### src/rtl/lshift_iter_if.sv
// lshift_iter_if: start/busy/done handshake bundle for the iterative left shifter.
//   start : request from the controller (sampled only when the unit is ready)
//   a     : operand, captured on the accepting edge
//   b     : shift amount, full width, captured on the accepting edge
//   busy  : high while the unit is stepping through shift stages
//   done  : one-cycle pulse, ans is valid from this cycle
//   ans   : result register, held until the next accepted start
// master = the issuing controller, slave = the shifter.
interface lshift_iter_if #(
    parameter int WIDTH = 32
);
    logic             start;
    logic [WIDTH-1:0] a;
    logic [WIDTH-1:0] b;
    logic             busy;
    logic             done;
    logic [WIDTH-1:0] ans;

    modport master (
        output start, a, b,
        input  busy, done, ans
    );

    modport slave (
        input  start, a, b,
        output busy, done, ans
    );
endinterface

### src/rtl/lshift_iter.sv
// lshift_iter: multi-cycle logical left shifter, one log-stage per clock.
// Applies shift stages 2^(LOG2W-1) .. 1 on successive edges, so a WIDTH-bit
// shift costs LOG2W cycles in SHIFT plus one DONE cycle, with a single
// constant-distance mux per stage instead of a full barrel.
//
// Ports:
//   clk  : rising-edge clock
//   rst  : synchronous, active-high reset (aborts any in-flight shift)
//   bus  : lshift_iter_if.slave -- start/a/b in, busy/done/ans out
//
// WIDTH must equal 2**LOG2W.
module lshift_iter #(
    parameter int WIDTH = 32,
    parameter int LOG2W = 5
) (
    input  logic         clk,
    input  logic         rst,
    lshift_iter_if.slave bus
);

    localparam int STW = (LOG2W > 1) ? $clog2(LOG2W) : 1;

    typedef enum logic [1:0] {
        IDLE  = 2'd0,
        SHIFT = 2'd1,
        DONE  = 2'd2
    } state_e;

    state_e           state_q;
    logic             busy_q;
    logic             done_q;
    logic [WIDTH-1:0] acc_q;
    logic [WIDTH-1:0] acc_d;
    logic [WIDTH-1:0] ans_q;
    logic [LOG2W-1:0] amt_q;
    logic             ovf_q;
    logic [STW-1:0]   stage_q;
    logic             accept;
    logic             last_stage;

    // DONE is also a ready state so a controller can issue back-to-back.
    assign accept     = bus.start && ((state_q == IDLE) || (state_q == DONE));
    assign last_stage = (stage_q == STW'(LOG2W - 1));

    // Stage k shifts by 2^(LOG2W-1-k), gated by the matching amount bit.
    // Each candidate is a constant-distance shift, so this is a small mux.
    always_comb begin
        acc_d = acc_q;
        for (int k = 0; k < LOG2W; k++) begin
            if ((stage_q == STW'(k)) && amt_q[LOG2W-1-k]) begin
                acc_d = acc_q << (1 << (LOG2W - 1 - k));
            end
        end
    end

    always_ff @(posedge clk) begin
        if (rst) begin
            state_q <= IDLE;
            busy_q  <= 1'b0;
            done_q  <= 1'b0;
            acc_q   <= '0;
            ans_q   <= '0;
            amt_q   <= '0;
            ovf_q   <= 1'b0;
            stage_q <= '0;
        end else begin
            case (state_q)
                IDLE, DONE: begin
                    if (accept) begin
                        acc_q   <= bus.a;
                        amt_q   <= bus.b[LOG2W-1:0];
                        // Any amount bit above the stage range means b >= WIDTH,
                        // which shifts everything out.
                        ovf_q   <= |bus.b[WIDTH-1:LOG2W];
                        stage_q <= '0;
                        state_q <= SHIFT;
                        busy_q  <= 1'b1;
                        done_q  <= 1'b0;
                    end else begin
                        state_q <= IDLE;
                        busy_q  <= 1'b0;
                        done_q  <= 1'b0;
                    end
                end

                SHIFT: begin
                    acc_q   <= acc_d;
                    stage_q <= stage_q + STW'(1);
                    if (last_stage) begin
                        // Result goes straight to ans including the last stage,
                        // so DONE does not need an extra copy cycle.
                        ans_q   <= ovf_q ? '0 : acc_d;
                        state_q <= DONE;
                        busy_q  <= 1'b0;
                        done_q  <= 1'b1;
                    end
                end

                default: begin
                    state_q <= IDLE;
                    busy_q  <= 1'b0;
                    done_q  <= 1'b0;
                end
            endcase
        end
    end

    assign bus.busy = busy_q;
    assign bus.done = done_q;
    assign bus.ans  = ans_q;

endmodule
### src/flat_wrapper.sv
// flat-port wrapper written by rule: the top's interface ports become plain ports
module lshift_iter_flat 
#(
    parameter int WIDTH = 32,
    parameter int LOG2W = 5
)
  (clk, rst, bus_start, bus_a, bus_b, bus_busy, bus_done, bus_ans);
  lshift_iter_if #(.WIDTH(WIDTH)) bus_i ();
  input  logic clk;
  input  logic rst;
  input wire logic [$bits(bus_i.start)-1:0] bus_start;
  input wire logic [$bits(bus_i.a)-1:0] bus_a;
  input wire logic [$bits(bus_i.b)-1:0] bus_b;
  output wire logic [$bits(bus_i.busy)-1:0] bus_busy;
  output wire logic [$bits(bus_i.done)-1:0] bus_done;
  output wire logic [$bits(bus_i.ans)-1:0] bus_ans;
  assign bus_i.start = bus_start;
  assign bus_i.a = bus_a;
  assign bus_i.b = bus_b;
  assign bus_busy = bus_i.busy;
  assign bus_done = bus_i.done;
  assign bus_ans = bus_i.ans;
  lshift_iter #(.WIDTH(WIDTH), .LOG2W(LOG2W)) u_core (.clk(clk), .rst(rst), .bus(bus_i));
endmodule
### config.mk
export PLATFORM = sky130hd
export DESIGN_NAME = lshift_iter_flat
export DESIGN_NICKNAME = d
export VERILOG_FILES = /design/src/rtl/lshift_iter_if.sv /design/src/rtl/lshift_iter.sv /design/src/flat_wrapper.sv
export SDC_FILE = /design/constraint.sdc
export NUM_CORES = 1
export LEC_CHECK = 0
export CAP_MARGIN = 20
export CORE_MARGIN = 10
export CORE_UTILIZATION = 45
export CTS_CLUSTER_SIZE = 20
export DETAILED_ROUTE_END_ITERATION = 12
export GPL_ROUTABILITY_DRIVEN = 0
export PLACE_DENSITY_LB_ADDON = 0.2
export SLEW_MARGIN = 20
export SYNTH_ARGS = -nofsm -noshare
export SYNTH_HDL_FRONTEND = slang
export SYNTH_SLANG_ARGS = --single-unit
### constraint.sdc
create_clock -name clk -period 4.7 [get_ports clk]
set_input_delay 0.94 -clock clk [delete_from_list [all_inputs] [get_ports clk]]
set_output_delay 0.94 -clock clk [all_outputs]
set_load 0.005 [all_outputs]
---- After elaboration in Yosys (flattened, before gate mapping) ----
Index checks and enable logic that the tools add are counted.
cells by class
  add/sub/neg operators ................... 1
  equal/unequal tests ..................... 8
  mux-type cells .......................... 16
  bitwise operators ....................... 1
  reduce and logical (&&, ||, !) cells .... 16
operators with widths
  cell                                                                      count
  32-bit two-way mux                                                        7
  32-bit case mux with 2 select lines                                       1
  27-bit OR reduction                                                       1
  3-bit by 2-bit equality test with 1-bit output (second input constant)    2
  1-bit logical AND                                                         6
  3-bit case mux with 2 select lines                                        1
  2-bit AND reduction                                                       3
  2-bit by 1-bit inequality test with 1-bit output (second input constant)  2
  2-bit case mux with 2 select lines                                        1
  2-bit OR reduction                                                        2
  3-bit by 1-bit adder with 3-bit output (second input constant)            1
  3-bit by 1-bit equality test with 1-bit output (second input constant)    1
  3-bit equality test (second input constant)                               1
  3-bit zero test                                                           1
  1-bit two-way mux                                                         3
  3-bit two-way mux                                                         1
  2-bit by 1-bit equality test with 1-bit output (second input constant)    1
  2-bit equality test (second input constant)                               1
  2-bit zero test                                                           1
  2-bit two-way mux                                                         1
  1-bit case mux with 2 select lines                                        1
  2-bit nonzero test                                                        1
  1-bit logical OR                                                          1
  1-bit NOT                                                                 1
word-level totals
  register bits after elaboration ......... 77
  bits of input ports ..................... 67
  output and inout bits ................... 34
  word-level logic and storage cells ...... 50

---- Longest topological paths before layout ----
  depth after elaboration ................. 8
  gate-level depth with buffers ........... 10
  gate-level depth less buffers ........... 6

---- Worst setup path after synthesis ----
No wires, ideal clock.
  kind .................................... input to register
  start point ............................. input port rst
  end point ............................... register u_core.ans_q[26] (netlist: u_core.bus.ans[26])
  data arrival time ....................... 2.311 ns
  required time ........................... 4.616 ns
  path slack .............................. 2.304 ns
  stages on the path ...................... 7
  cells stage by stage .................... buf_6 or3b_1 buf_2 or3_1 buf_2 buf_6 o31ai_2
RTL lines
  what                  line                RTL
  from (decl)           flat_wrapper.sv:10  input logic rst;
  to (signal assigned)  lshift_iter.sv:92   ans_q <= ovf_q ? '0 : acc_d;
  to (decl)             lshift_iter.sv:34   logic [WIDTH-1:0] ans_q;

==> reports/qor.csv <==
stage,metric,value,unit
outcome,status,"finished, final reports clean",
run,drv_cap,0,
synth,yosysTopAreaCell,dfxtp_1,
synth,netlist_area,4310,µm²
layout,num-fill-cells,863,
worst_setup_path,worst-path-buf-inv,1,
sta,slew_headroom,0.298,
clock_network,clk_pin_slew_worst_paths,0.08,ns
worst_setup_path,critPathMaxStageDelay,0.90,ns
layout,diodes,0,
worst_setup_path,path_delay_family,simple AND/OR/NAND/NOR gates,
floorplanning,io_pins,101,
synth,synth_top_area_share,0.353,
power_and_ir_drop,p_per_area,272,nW/µm²
clock_network,clock_path_buffers,2,
worst_setup_path,cp_max_fo,25,
worst_setup_path,worst_ep_required_time,4.95,ns
layout,area_delta_synth_final,28.4,%
synth,async_flop_share,0,
sta,setup_violations,0,
drt,viasPerCell,6.67,
power_and_ir_drop,vdd_drop_max,0.000142,V
synth,synthCells,502,
grt,grt_util_all_layers,0.216,
clock_network,htree_levels,3,
floorplanning,coreArea,9280,µm²
synth,synth_compound_area_frac,0.379,
grt,overflow,0,
layout,fin_cells,704,
sta,tns,0,ns
drt,wl,15700,µm
synth,synth-xor-area-share,0,
layout,final_cell_mix,"100 x clkdlybuf4s50_1, 76 x dfxtp_1, 46 x nand2_1",
hold_path,worstHoldPathType,reg2reg,
synth,synth_warnings,0,
floorplanning,dieWidth,118,µm
worst_setup_path,crit_path_end_kind,register,
synth,syn_avg_cell_area,8.59,µm²
grt,grt_pass1_wl,25100,µm
place,port_buffers,100,
synth,synth_cell_types,41,
synth,yosys-top-cells-area,"dfxtp_1 35%, a221oi_1 5.9%, a21o_1 4.9%",
synth,yosysSeqAreaShare,0.353,
sta,worst_pin_slew,1.05,ns
layout,fin_util,0.596,
synth,synthMuxAreaShare,0.0415,
drt,dr.pass1.iters,5,
place,hpwlAfterDp,10800,µm
grt,grt_antenna_before_repair,0,
clock_network,numCtsBuffers,9,
worst_setup_path,cp.arrival,3.44,ns
drt,ant_nets,0,
drt,drc_errors,0,
grt,grt_max_degree,45,
synth,synth_edf_count,0,
sta,fin_worst_skew,0.00979,ns
sta,fmaxAchievable,313,MHz
worst_setup_path,path_cells,"clkdlybuf4s50_1, or3b_1, or3_1, o31ai_1",
worst_setup_path,path_class,in2reg,
worst_setup_path,worstSetupStartpointType,input port,
layout,layout.nets,642,
sta,rsz0062_at_grt,no,
floorplanning,start_util,0.464,
drt,wl_per_cell,22.2,µm
floorplanning,die_h,118,µm
sta,report.final.hold_viol_count,0,
sta,holdWs,0.457,ns
clock_network,hold_buffers,0,
grt,grt_pass1_vias,4646,
drt,via_count,4696,
floorplanning,fp-row-count,35,
power_and_ir_drop,power,1.51,mW
layout,drive_gt1_frac,0.0852,
place,numPlacedInstances,688,
layout,final_common_cell,clkdlybuf4s50_1,
synth,ys_ff_latch,76,
worst_setup_path,cpMaxStageDelayCell,or3_1,
floorplanning,die-area,13900,µm²
sta,min_period_over_period,0.679,
drt,drt_iter0_markers,549,
synth,synthAdderAreaFrac,0.0145,
sta,fin_crit,3.19,ns
synth,synth_nets,574,
power_and_ir_drop,p_leak,2.04,nW
clock_network,worstSkewPairLatency,0.36,ns
clock_network,postCtsSetupBuffers,0,
clock_network,cts_sinks,76,
synth,ys.flop_type,dfxtp_1,
clock_network,cts_resized,0,
synth,synth_top_family_by_area,compound AO/OA/AOI/OAI gates,
synth,synthSimpleGateAreaFrac,0.149,
clock_network,cts_tree,built,
clock_network,clock_tree.root_cell,clkbuf_8,
sta,report.final.slew_viol_count,0,
==> metrics by stage <==
| stage | worst slack (ns) | instance area [µm²] |
|---|---|---|
| 5_1_grt | 1.36 | 5530 |
| 4_1_cts | 1.53 | 5530 |
| 3_5_place_dp | 1.16 | 5320 |
| 6_report | 1.51 | 5530 |
| 2_1_floorplan | 2.30 | 4310 |
| 3_3_place_gp | 1.24 | 5320 |
==> where the power goes <==
group / switching, mW / leakage, nW / internal [mW]
combinational: 0.110 / 1.32 / 0.111
clock: 0.266 / 0.102 / 0.299
sequential: 0.0493 / 0.619 / 0.669
==> final timing paths <==
| kind | from | endpoint | slack (ns) | depth (start not counted) |
|---|---|---|---|---|
| hold / removal | u_core.bus.ans[18] | u_core.bus.ans[18] | 0.46 | 2 |
| setup reg to reg | u_core.stage_q[0] | u_core.acc_q[30] | 1.87 | 6 |
| hold reg to reg | u_core.bus.ans[18] | u_core.bus.ans[18] | 0.46 | 2 |
| setup / recovery | rst | u_core.bus.ans[7] | 1.51 | 4 |
==> sequential cells by signal, summed over array words and instances, names as in the netlist <==
signal           cells
u_core.bus.done      1
u_core.state_q       2
u_core.ovf_q         1
u_core.amt_q         5
u_core.acc_q        32
u_core.bus.ans      32
u_core.stage_q       3
==> metal layers <==
metal  vias to the layer above  part of all wire  GRT usage
met5                         -                 0          0
met4                         0             0.024     0.0889
met3                        42             0.093     0.0475
met2                       263              0.49      0.357
met1                      2249              0.39      0.263
li1                       2142                 -          -
==> area by class of cell <==
class | instances | area (µm²) | share of cell area
multi-input combinational | 363 | 2530 | 0.457
sequential | 76 | 1520 | 0.275
timing repair buffer | 108 | 1060 | 0.192
tap | 129 | 161 | 0.0292
clock buffer | 10 | 128 | 0.0231
clock inverter | 6 | 88.8 | 0.0161
inverter | 12 | 45.0 | 0.00814
==> logic make-up after synthesis <==
group / after synthesis
compound gates: 217
flops: 76
buf+inv: 63
mux: 16
simple gates: 125
fa+ha+maj: 5
==> Yosys cell counts, types with 14 or more instances <==
| library cell | count |
|---|---|
| dfxtp_1 | 76 |
| nand2_1 | 46 |
| clkbuf_1 | 38 |
| a221oi_1 | 29 |
| a21o_1 | 28 |
| a21oi_1 | 27 |
| a22oi_1 | 26 |
| o21ai_0 | 21 |
| o32ai_1 | 21 |
| o311ai_0 | 17 |
| nor2_1 | 16 |
| o31ai_1 | 16 |
| mux2_2 | 15 |
| or3_1 | 14 |
==> tightest hold or removal path, delay by kind of cell (launching register included) <==
family / cells / cell delay (ns)
DFF: 1 / 0.33
AOI/OAI and AO/OA: 1 / 0.05
and+or+nand+nor: 1 / 0.05
No activity file was read; power rests on OpenSTA's default activity.
